**src/rtl/systolic_pkg.sv**
```systemverilog
// -----------------------------------------------------------------------------
// systolic_pkg
// Shared definitions for the systolic psum drain path.
//   drain_state_e : drain FSM states (IDLE, CAPT, WAIT, DRAIN)
//   DEF_PSUM_W    : default column psum width
//   DEF_ACC_W     : default accumulator / result width
//   col_w()       : width of a column index for an array of n columns
//                   (never less than one bit so that 1-column arrays still
//                   have a legal index vector)
// -----------------------------------------------------------------------------
package systolic_pkg;

   typedef enum logic [1:0] {
      IDLE  = 2'd0,
      CAPT  = 2'd1,
      WAIT  = 2'd2,
      DRAIN = 2'd3
   } drain_state_e;

   localparam int DEF_PSUM_W = 32;
   localparam int DEF_ACC_W  = 40;

   function automatic int col_w(input int n);
      return (n <= 2) ? 1 : $clog2(n);
   endfunction

endpackage

```
**src/rtl/psum_shift_acc.sv**
```systemverilog
// -----------------------------------------------------------------------------
// psum_shift_acc
// One accumulator lane: sign-extends a column psum, shifts it left by the
// bit-slice weight and adds it to the running accumulator. Purely
// combinational; the caller owns the accumulator register.
// Optional feature macro: PSUM_SATURATE_EN (saturating add to the signed
// ACC_W range instead of modulo-2^ACC_W wrap).
//   en_i    in  1       lane is capturing this cycle (otherwise sum_o = acc_i)
//   acc_i   in  ACC_W   current accumulator value
//   psum_i  in  PSUM_W  signed column psum
//   shift_i in  4       left shift applied to the psum
//   sum_o   out ACC_W   next accumulator value
// ACC_W is expected to be wider than PSUM_W.
// -----------------------------------------------------------------------------
module psum_shift_acc #(
   parameter int PSUM_W = 32,
   parameter int ACC_W  = 40
) (
   input  logic              en_i,
   input  logic [ACC_W-1:0]  acc_i,
   input  logic [PSUM_W-1:0] psum_i,
   input  logic [3:0]        shift_i,
   output logic [ACC_W-1:0]  sum_o
);

`ifdef PSUM_SATURATE_EN
   // Wide enough to hold the largest shifted psum plus the accumulator
   // without losing any bit, so overflow can be judged exactly.
   localparam int WW = ((ACC_W > PSUM_W) ? ACC_W : PSUM_W) + 17;

   localparam logic [ACC_W-1:0] SAT_MAX = {1'b0, {(ACC_W-1){1'b1}}};
   localparam logic [ACC_W-1:0] SAT_MIN = {1'b1, {(ACC_W-1){1'b0}}};

   logic [WW-1:0]    addend_w;
   logic [WW-1:0]    acc_w;
   logic [WW-1:0]    sum_w;
   logic             addend_fits;
   logic             sum_fits;
   logic [ACC_W-1:0] result;

   // A wide value fits the signed ACC_W range when every bit from the ACC_W
   // sign bit upward is a copy of it.
   function automatic logic fits_acc(input logic [WW-1:0] x);
      return (x[WW-1:ACC_W-1] == '0) || (x[WW-1:ACC_W-1] == '1);
   endfunction

   always_comb begin
      addend_w    = {{(WW-PSUM_W){psum_i[PSUM_W-1]}}, psum_i} << shift_i;
      acc_w       = {{(WW-ACC_W){acc_i[ACC_W-1]}}, acc_i};
      sum_w       = acc_w + addend_w;
      addend_fits = fits_acc(addend_w);
      sum_fits    = fits_acc(sum_w);
      // A shifted addend that already left the range saturates in its own
      // direction regardless of the accumulator contents.
      if (!addend_fits) begin
         result = addend_w[WW-1] ? SAT_MIN : SAT_MAX;
      end else if (!sum_fits) begin
         result = sum_w[WW-1] ? SAT_MIN : SAT_MAX;
      end else begin
         result = sum_w[ACC_W-1:0];
      end
      sum_o = en_i ? result : acc_i;
   end
`else
   logic [ACC_W-1:0] addend;

   // Shifting within ACC_W bits discards anything pushed past the top,
   // which is exactly modulo-2^ACC_W behaviour.
   always_comb begin
      addend = {{(ACC_W-PSUM_W){psum_i[PSUM_W-1]}}, psum_i} << shift_i;
      sum_o  = en_i ? (acc_i + addend) : acc_i;
   end
`endif

endmodule

```
**src/rtl/systolic_psum_drain.sv**
```systemverilog
// -----------------------------------------------------------------------------
// systolic_psum_drain
// Collects the diagonally skewed column psums of the systolic array,
// shift-accumulates successive bit-slice passes and streams the finished row
// out one column per valid/ready handshake.
// Optional feature macro: PSUM_SATURATE_EN (saturating accumulation).
//   clk        in  1                 rising-edge clock
//   rst        in  1                 asynchronous active-low reset
//   psums      in  ARRAY_SIZE*PSUM_W column c at [c*PSUM_W +: PSUM_W]
//   row_start  in  1                 column 0 of a pass valid this cycle
//   row_shift  in  4                 pass shift, sampled with row_start
//   row_last   in  1                 pass completes the row
//   accept     out 1                 row_start is honoured this cycle
//   drop       out 1                 registered pulse for an ignored row_start
//   out_valid  out 1                 out_data valid
//   out_ready  in  1                 downstream accepts the word
//   out_data   out ACC_W             accumulated result of column out_col
//   out_col    out col_w(ARRAY_SIZE) column index of out_data
//   out_last   out 1                 out_col is the final column
// -----------------------------------------------------------------------------
module systolic_psum_drain
   import systolic_pkg::*;
#(
   parameter int ARRAY_SIZE = 8,
   parameter int PSUM_W     = DEF_PSUM_W,
   parameter int ACC_W      = DEF_ACC_W
) (
   input  logic                         clk,
   input  logic                         rst,
   input  logic [ARRAY_SIZE*PSUM_W-1:0] psums,
   input  logic                         row_start,
   input  logic [3:0]                   row_shift,
   input  logic                         row_last,
   output logic                         accept,
   output logic                         drop,
   output logic                         out_valid,
   input  logic                         out_ready,
   output logic [ACC_W-1:0]             out_data,
   output logic [col_w(ARRAY_SIZE)-1:0] out_col,
   output logic                         out_last
);

   localparam int            CW       = col_w(ARRAY_SIZE);
   localparam logic [CW-1:0] LAST_COL = CW'(ARRAY_SIZE - 1);

   drain_state_e     state_q, state_d;
   logic [CW-1:0]    cnt_q, cnt_d;
   logic [CW-1:0]    idx_q, idx_d;
   logic [3:0]       shift_q, shift_d;
   logic             last_q, last_d;

   logic [ACC_W-1:0] acc_q    [ARRAY_SIZE];
   logic [ACC_W-1:0] acc_d    [ARRAY_SIZE];
   logic [ACC_W-1:0] lane_sum [ARRAY_SIZE];
   logic [ARRAY_SIZE-1:0] lane_en;

   logic             cap_en;
   logic [CW-1:0]    cap_col;
   logic [3:0]       cur_shift;
   logic             clr;

   logic             accept_q, accept_d;
   logic             drop_q, drop_d;
   logic             out_valid_q, out_valid_d;
   logic [ACC_W-1:0] out_data_q, out_data_d;
   logic [CW-1:0]    out_col_q, out_col_d;
   logic             out_last_q, out_last_d;

   // ---------------------------------------------------------------- FSM
   always_comb begin
      state_d   = state_q;
      cnt_d     = cnt_q;
      idx_d     = idx_q;
      shift_d   = shift_q;
      last_d    = last_q;
      cap_en    = 1'b0;
      cap_col   = cnt_q;
      cur_shift = shift_q;
      clr       = 1'b0;
      drop_d    = 1'b0;

      unique case (state_q)
         IDLE, WAIT: begin
            if (row_start) begin
               // Column 0 arrives together with row_start, so it uses the
               // live shift rather than the latched one.
               cap_en    = 1'b1;
               cap_col   = '0;
               cur_shift = row_shift;
               shift_d   = row_shift;
               last_d    = row_last;
               if (ARRAY_SIZE == 1) begin
                  cnt_d   = '0;
                  state_d = row_last ? DRAIN : WAIT;
               end else begin
                  cnt_d   = CW'(1);
                  state_d = CAPT;
               end
            end
         end
         CAPT: begin
            cap_en = 1'b1;
            drop_d = row_start;
            if (cnt_q == LAST_COL) begin
               cnt_d   = '0;
               state_d = last_q ? DRAIN : WAIT;
            end else begin
               cnt_d = cnt_q + CW'(1);
            end
         end
         DRAIN: begin
            drop_d = row_start;
            // out_valid is always high in DRAIN, so out_ready alone is the
            // handshake.
            if (out_ready) begin
               if (idx_q == LAST_COL) begin
                  idx_d   = '0;
                  clr     = 1'b1;
                  state_d = IDLE;
               end else begin
                  idx_d = idx_q + CW'(1);
               end
            end
         end
         default: state_d = IDLE;
      endcase
   end

   // --------------------------------------------------------- accumulators
   for (genvar gi = 0; gi < ARRAY_SIZE; gi++) begin : g_lane
      assign lane_en[gi] = cap_en && (cap_col == CW'(gi));

      psum_shift_acc #(
         .PSUM_W (PSUM_W),
         .ACC_W  (ACC_W)
      ) u_lane (
         .en_i    (lane_en[gi]),
         .acc_i   (acc_q[gi]),
         .psum_i  (psums[gi*PSUM_W +: PSUM_W]),
         .shift_i (cur_shift),
         .sum_o   (lane_sum[gi])
      );

      assign acc_d[gi] = clr ? '0 : lane_sum[gi];

      always_ff @(posedge clk or negedge rst) begin
         if (!rst) begin
            acc_q[gi] <= '0;
         end else begin
            acc_q[gi] <= acc_d[gi];
         end
      end
   end

   // ------------------------------------------------------ output next-state
   // Outputs are computed from next-state values so they are registered yet
   // line up with the state they describe.
   always_comb begin
      accept_d    = (state_d == IDLE) || (state_d == WAIT);
      out_valid_d = (state_d == DRAIN);
      out_data_d  = '0;
      out_col_d   = '0;
      out_last_d  = 1'b0;
      if (state_d == DRAIN) begin
         out_data_d = acc_d[idx_d];
         out_col_d  = idx_d;
         out_last_d = (idx_d == LAST_COL);
      end
   end

   always_ff @(posedge clk or negedge rst) begin
      if (!rst) begin
         state_q     <= IDLE;
         cnt_q       <= '0;
         idx_q       <= '0;
         shift_q     <= '0;
         last_q      <= 1'b0;
         accept_q    <= 1'b1;
         drop_q      <= 1'b0;
         out_valid_q <= 1'b0;
         out_data_q  <= '0;
         out_col_q   <= '0;
         out_last_q  <= 1'b0;
      end else begin
         state_q     <= state_d;
         cnt_q       <= cnt_d;
         idx_q       <= idx_d;
         shift_q     <= shift_d;
         last_q      <= last_d;
         accept_q    <= accept_d;
         drop_q      <= drop_d;
         out_valid_q <= out_valid_d;
         out_data_q  <= out_data_d;
         out_col_q   <= out_col_d;
         out_last_q  <= out_last_d;
      end
   end

   assign accept    = accept_q;
   assign drop      = drop_q;
   assign out_valid = out_valid_q;
   assign out_data  = out_data_q;
   assign out_col   = out_col_q;
   assign out_last  = out_last_q;

endmodule

```
**config.mk**
```make
export PLATFORM = sky130hd
export DESIGN_NAME = systolic_psum_drain
export DESIGN_NICKNAME = d
export VERILOG_FILES = /design/src/rtl/systolic_pkg.sv /design/src/rtl/psum_shift_acc.sv /design/src/rtl/systolic_psum_drain.sv
export SDC_FILE = /design/constraint.sdc
export NUM_CORES = 2
export LEC_CHECK = 0
export ABC_AREA = 1
export BUFFER_PORTS_ARGS = -buffer_cell sky130_fd_sc_hd__buf_2
export CORE_UTILIZATION = 45
export CTS_BUF_LIST = sky130_fd_sc_hd__clkbuf_8
export CTS_CLUSTER_SIZE = 10
export DETAILED_ROUTE_END_ITERATION = 7
export PLACE_DENSITY_LB_ADDON = 0.25
export SLEW_MARGIN = 5
export SYNTH_ARGS = -nofsm -noshare
export SYNTH_HDL_FRONTEND = slang
export SYNTH_HIERARCHICAL = 1
export SYNTH_SLANG_ARGS = --single-unit
```
**constraint.sdc**
```tcl
create_clock -name clk -period 12.4 [get_ports clk]
set_input_delay 1.24 -clock clk [delete_from_list [all_inputs] [get_ports clk]]
set_output_delay 1.24 -clock clk [all_outputs]
set_load 0.02 [all_outputs]
```
==> Flow_metrics.wiki <==
{| class="wikitable"
! Metric !! Value
|-
| Result of the run || finished, violations left
|-
| Max-Slew Margin vs Limit || a little under a third
|-
| Hold violation total from the final report || 0
|-
| Max-slew violations || 0
|-
| Flip-flop and latch count after synthesis || 380
|-
| Register clock-pin slew on the reported worst setup and hold paths || 60 ps
|-
| Final HPWL DP || 183,000 µm
|-
| CTS tree || yes
|-
| Synthesis warning total || 6
|-
| Count of TritonRoute iterations in the first routing pass || 8
|-
| Standard cell core area || 120,000 µm²
|-
| Clock period minus worst slack || between 6000 and 7000 ps
|-
| Max Cap Violations || 0
|-
| Number of port buffers || between 300 and 400
|-
| Cell row count || 127
|-
| Number of synthesized flops with an enable pin || 0
|-
| Number of nets produced by synthesis || 10,800
|-
| Cells on worst reg2reg path || 30
|-
| Antenna violations before repair || 6
|-
| First-pass GRT wire length || about 340,000 µm
|-
| Critical Setup Path Class || in2reg
|-
| Final cycle utilization of the critical path || between 50% and 60%
|-
| Critical path capture point type || register
|-
| Post-synthesis cell type with the largest combined area || sky130_fd_sc_hd__nand2_1
|-
| Critical path's slowest cell || sky130_fd_sc_hd__nand2_4
|-
| Post-route cell area || slightly below 60,000 µm²
|-
| Maximum clock frequency || about 150 MHz
|-
| TritonCTS sink count || between 300 and 400
|-
| Launching element type of the critical path || primary input
|-
| 1st-iter DRT viols || ~6,400
|-
| Startpoint of the worst register-to-register path || state_q[0]
|-
| Total setup buffers inserted after CTS || 0
|-
| Tightest Pin Transition || 1030 ps
|-
| Family with the most delay on the worst path || simple AND/OR/NAND/NOR gates
|-
| Maximum number of buffers from clock root to sink || 3
|-
| Area overhead of the layout relative to synthesis || 7.60%
|-
| Source-to-sink clock delay at the later pin of the worst-skew pair || 780 ps
|-
| Htree depth || 3
|-
| Required time of the worst setup path || 13,070 ps
|-
| Via-to-Cell Ratio || 5.33
|-
| Crit-path max FO || 136
|-
| Worst clock skew || between 100 and 150 ps
|-
| Most used standard cell by instance count after synthesis || sky130_fd_sc_hd__nand2_1
|-
| WL/cell || 18.9 µm
|-
| Overall overflow remaining after global route || 0
|-
| Post-Synthesis Cells || 10,200
|-
| Total setup violations reported at the end of the flow || 0
|-
| Floorplan die height || ~350 µm
|-
| Proportion of layout cells with a drive suffix above 1 || 6.77%
|-
| Die W || approximately 350 µm
|-
| Crit-path most repeated cell || sky130_fd_sc_hd__nand2_1
|-
| Setup slack, reg-to-reg || 5770 ps
|-
| CTS root buffer || sky130_fd_sc_hd__clkbuf_8
|-
| Starting density of the core || a little under half
|-
| Fraction of registers with async set or reset after synthesis || 100%
|-
| I/O pin cnt || approximately 310
|-
| Hold_buf cts || 0
|-
| Leading cell types by count after synthesis || 4,066 x sky130_fd_sc_hd__nand2_1, 1,506 x sky130_fd_sc_hd__inv_1, 1,013 x sky130_fd_sc_hd__nand3_1
|-
| Failing checks || DRC
|-
| Top-area cell type share of the netlist area || 28.1%
|-
| Post-Syn Area || roughly 54,000 µm²
|-
| Class of the tightest hold or removal check || in2async
|-
| Total die area || 122,000 µm²
|-
| Setup repair after global routing missed its margin || no
|-
| Critical path buffers and inverters || 6
|-
| Wire length reported by the detailed router || 225,000 µm
|-
| Top cells by area in the synthesized netlist || sky130_fd_sc_hd__nand2_1 28%, sky130_fd_sc_hd__dfrtp_1 17%, sky130_fd_sc_hd__inv_1 10%
|-
| DRC errors left || 11
|-
| Endpoint of the most critical register-to-register path || out_data[37]
|-
| Final Net Count || ~11,000
|-
| Post-cts resize count || 0
|-
| Pin count of the biggest net entering global routing || 154
|-
| Number of global-route vias before repair || 58,700
|-
| Most used DFF post-synth || sky130_fd_sc_hd__dfrtp_1
|-
| Number of nets with antenna violations after routing || 0
|-
| Routability cong. || 1.07
|-
| Share of synthesized area occupied by flip-flops and latches || between 10% and 20%
|-
| Standard cell area after detailed placement || 56,500 µm²
|-
| TritonCTS Buffers || between 70 and 80
|-
| Largest incremental delay on the critical path || between 500 and 600 ps
|-
| Post-synthesis area per instance || 5.34 µm²
|-
| Total negative setup slack || 0 ps
|-
| GR Util All Layers || 35.7%
|-
| Worst hold margin || 425 ps
|-
| Data arrival at the endpoint of the critical path || 7390 ps
|-
| Final cell utilization of the core || 48.8%
|-
| DR vias || 63,500
|-
| Fill count || between 10,000 and 15,000
|-
| Post-synthesis cell type count || 38
|}
## registers in the layout, indices dropped and copies added (netlist names)
| register | cells |
|---|---|
| acc_q | 320 |
| out_data | 40 |
| shift_q | 4 |
| cnt_q | 3 |
| idx_q | 3 |
| out_col | 3 |
| state_q | 2 |
| accept | 1 |
| drop | 1 |
| last_q | 1 |
| out_last | 1 |
| out_valid | 1 |
## worst max-delay path by stage
| stage | depth (start not counted) | to | startpoint | slack, ps |
|---|---|---|---|---|
| after CTS | 29 | out_data[36] | row_start | 6010 |
| after floorplan | 29 | out_data[20] | row_start | 7320 |
| final | 30 | out_data[37] | row_start | 5690 |
| after global placement | 30 | out_data[37] | row_start | 5320 |
| after detailed placement | 29 | out_data[36] | row_start | 5260 |
| after global routing | 28 | out_data[15] | row_start | 5420 |
## worst register-to-register path: cells and delay by family (launching register included)
family / cells / cell delay, ps
AND/OR/NAND/NOR: 19 / 3270
buffers and inverters: 6 / 1590
AO/OA/AOI/OAI: 4 / 910
flip-flops: 1 / 450
adder cells (fa/ha/maj): 1 / 370
## stage by stage
stage	instances	worst slack, ps
2_1_floorplan	10200	7320
3_3_place_gp	11800	5320
3_5_place_dp	11800	5260
4_1_cts	11900	6010
5_1_grt	11900	5420
6_report	11900	5690
## layout by cell type, fill, tap and decap left out, types with 13 or more instances in the layout
master / n
sky130_fd_sc_hd__nand2_4: 14
sky130_fd_sc_hd__nor3_1: 48
sky130_fd_sc_hd__xnor2_1: 88
sky130_fd_sc_hd__nand3_1: 1013
sky130_fd_sc_hd__or2_2: 13
sky130_fd_sc_hd__bufinv_16: 13
sky130_fd_sc_hd__a21oi_1: 309
sky130_fd_sc_hd__mux2i_1: 24
sky130_fd_sc_hd__inv_2: 28
sky130_fd_sc_hd__nand3_2: 53
sky130_fd_sc_hd__clkinv_2: 19
sky130_fd_sc_hd__nor4_1: 25
sky130_fd_sc_hd__nand3b_1: 16
sky130_fd_sc_hd__nor2_2: 19
sky130_fd_sc_hd__dfrtp_1: 379
sky130_fd_sc_hd__buf_2: 310
sky130_fd_sc_hd__inv_1: 1516
sky130_fd_sc_hd__o21ai_2: 16
sky130_fd_sc_hd__nand2_2: 57
sky130_fd_sc_hd__buf_4: 33
sky130_fd_sc_hd__nor2_1: 853
sky130_fd_sc_hd__a31oi_1: 41
sky130_fd_sc_hd__or2_1: 35
sky130_fd_sc_hd__o21ai_1: 208
sky130_fd_sc_hd__nand2_1: 4060
sky130_fd_sc_hd__clkbuf_8: 94
sky130_fd_sc_hd__xor2_1: 40
sky130_fd_sc_hd__and2_1: 16
sky130_fd_sc_hd__o21ai_0: 563
sky130_fd_sc_hd__o21bai_1: 16
sky130_fd_sc_hd__ha_1: 316
## logic make-up after synthesis
group	share of synthesized area (%)
simple gates	47.2
buf+inv	14.1
compound gates	11.1
flops	17.5
fa+ha+maj	7.57
xor+xnor	2.06
mux	0.442
## metal layers
layer / track usage (%) / share of wire [%] / vias to the layer above
met5: 0 / 0.012 / -
met4: 19.6 / 5.9 / 4
met3: 6.56 / 7.4 / 497
met2: 59.8 / 46 / 2260
met1: 43.2 / 41 / 28900
li1: - / - / 31900
## area by class of cell
| type | count | area [µm²] | share of cell area [%] |
|---|---|---|---|
| multi-input cells | 7884 | 37200 | 63.7 |
| flip-flops and latches | 380 | 9510 | 16.3 |
| inverters | 1541 | 5780 | 9.89 |
| well taps | 1612 | 2020 | 3.45 |
| repair buffers | 352 | 1970 | 3.38 |
| clock buffers | 94 | 1290 | 2.21 |
| clock inverters | 53 | 657 | 1.12 |
| diodes | 1 | 2.50 | 0.00428 |
Power is not shown: default switching activity piles up to over one toggle a cycle in this logic, so the estimate is an artifact.
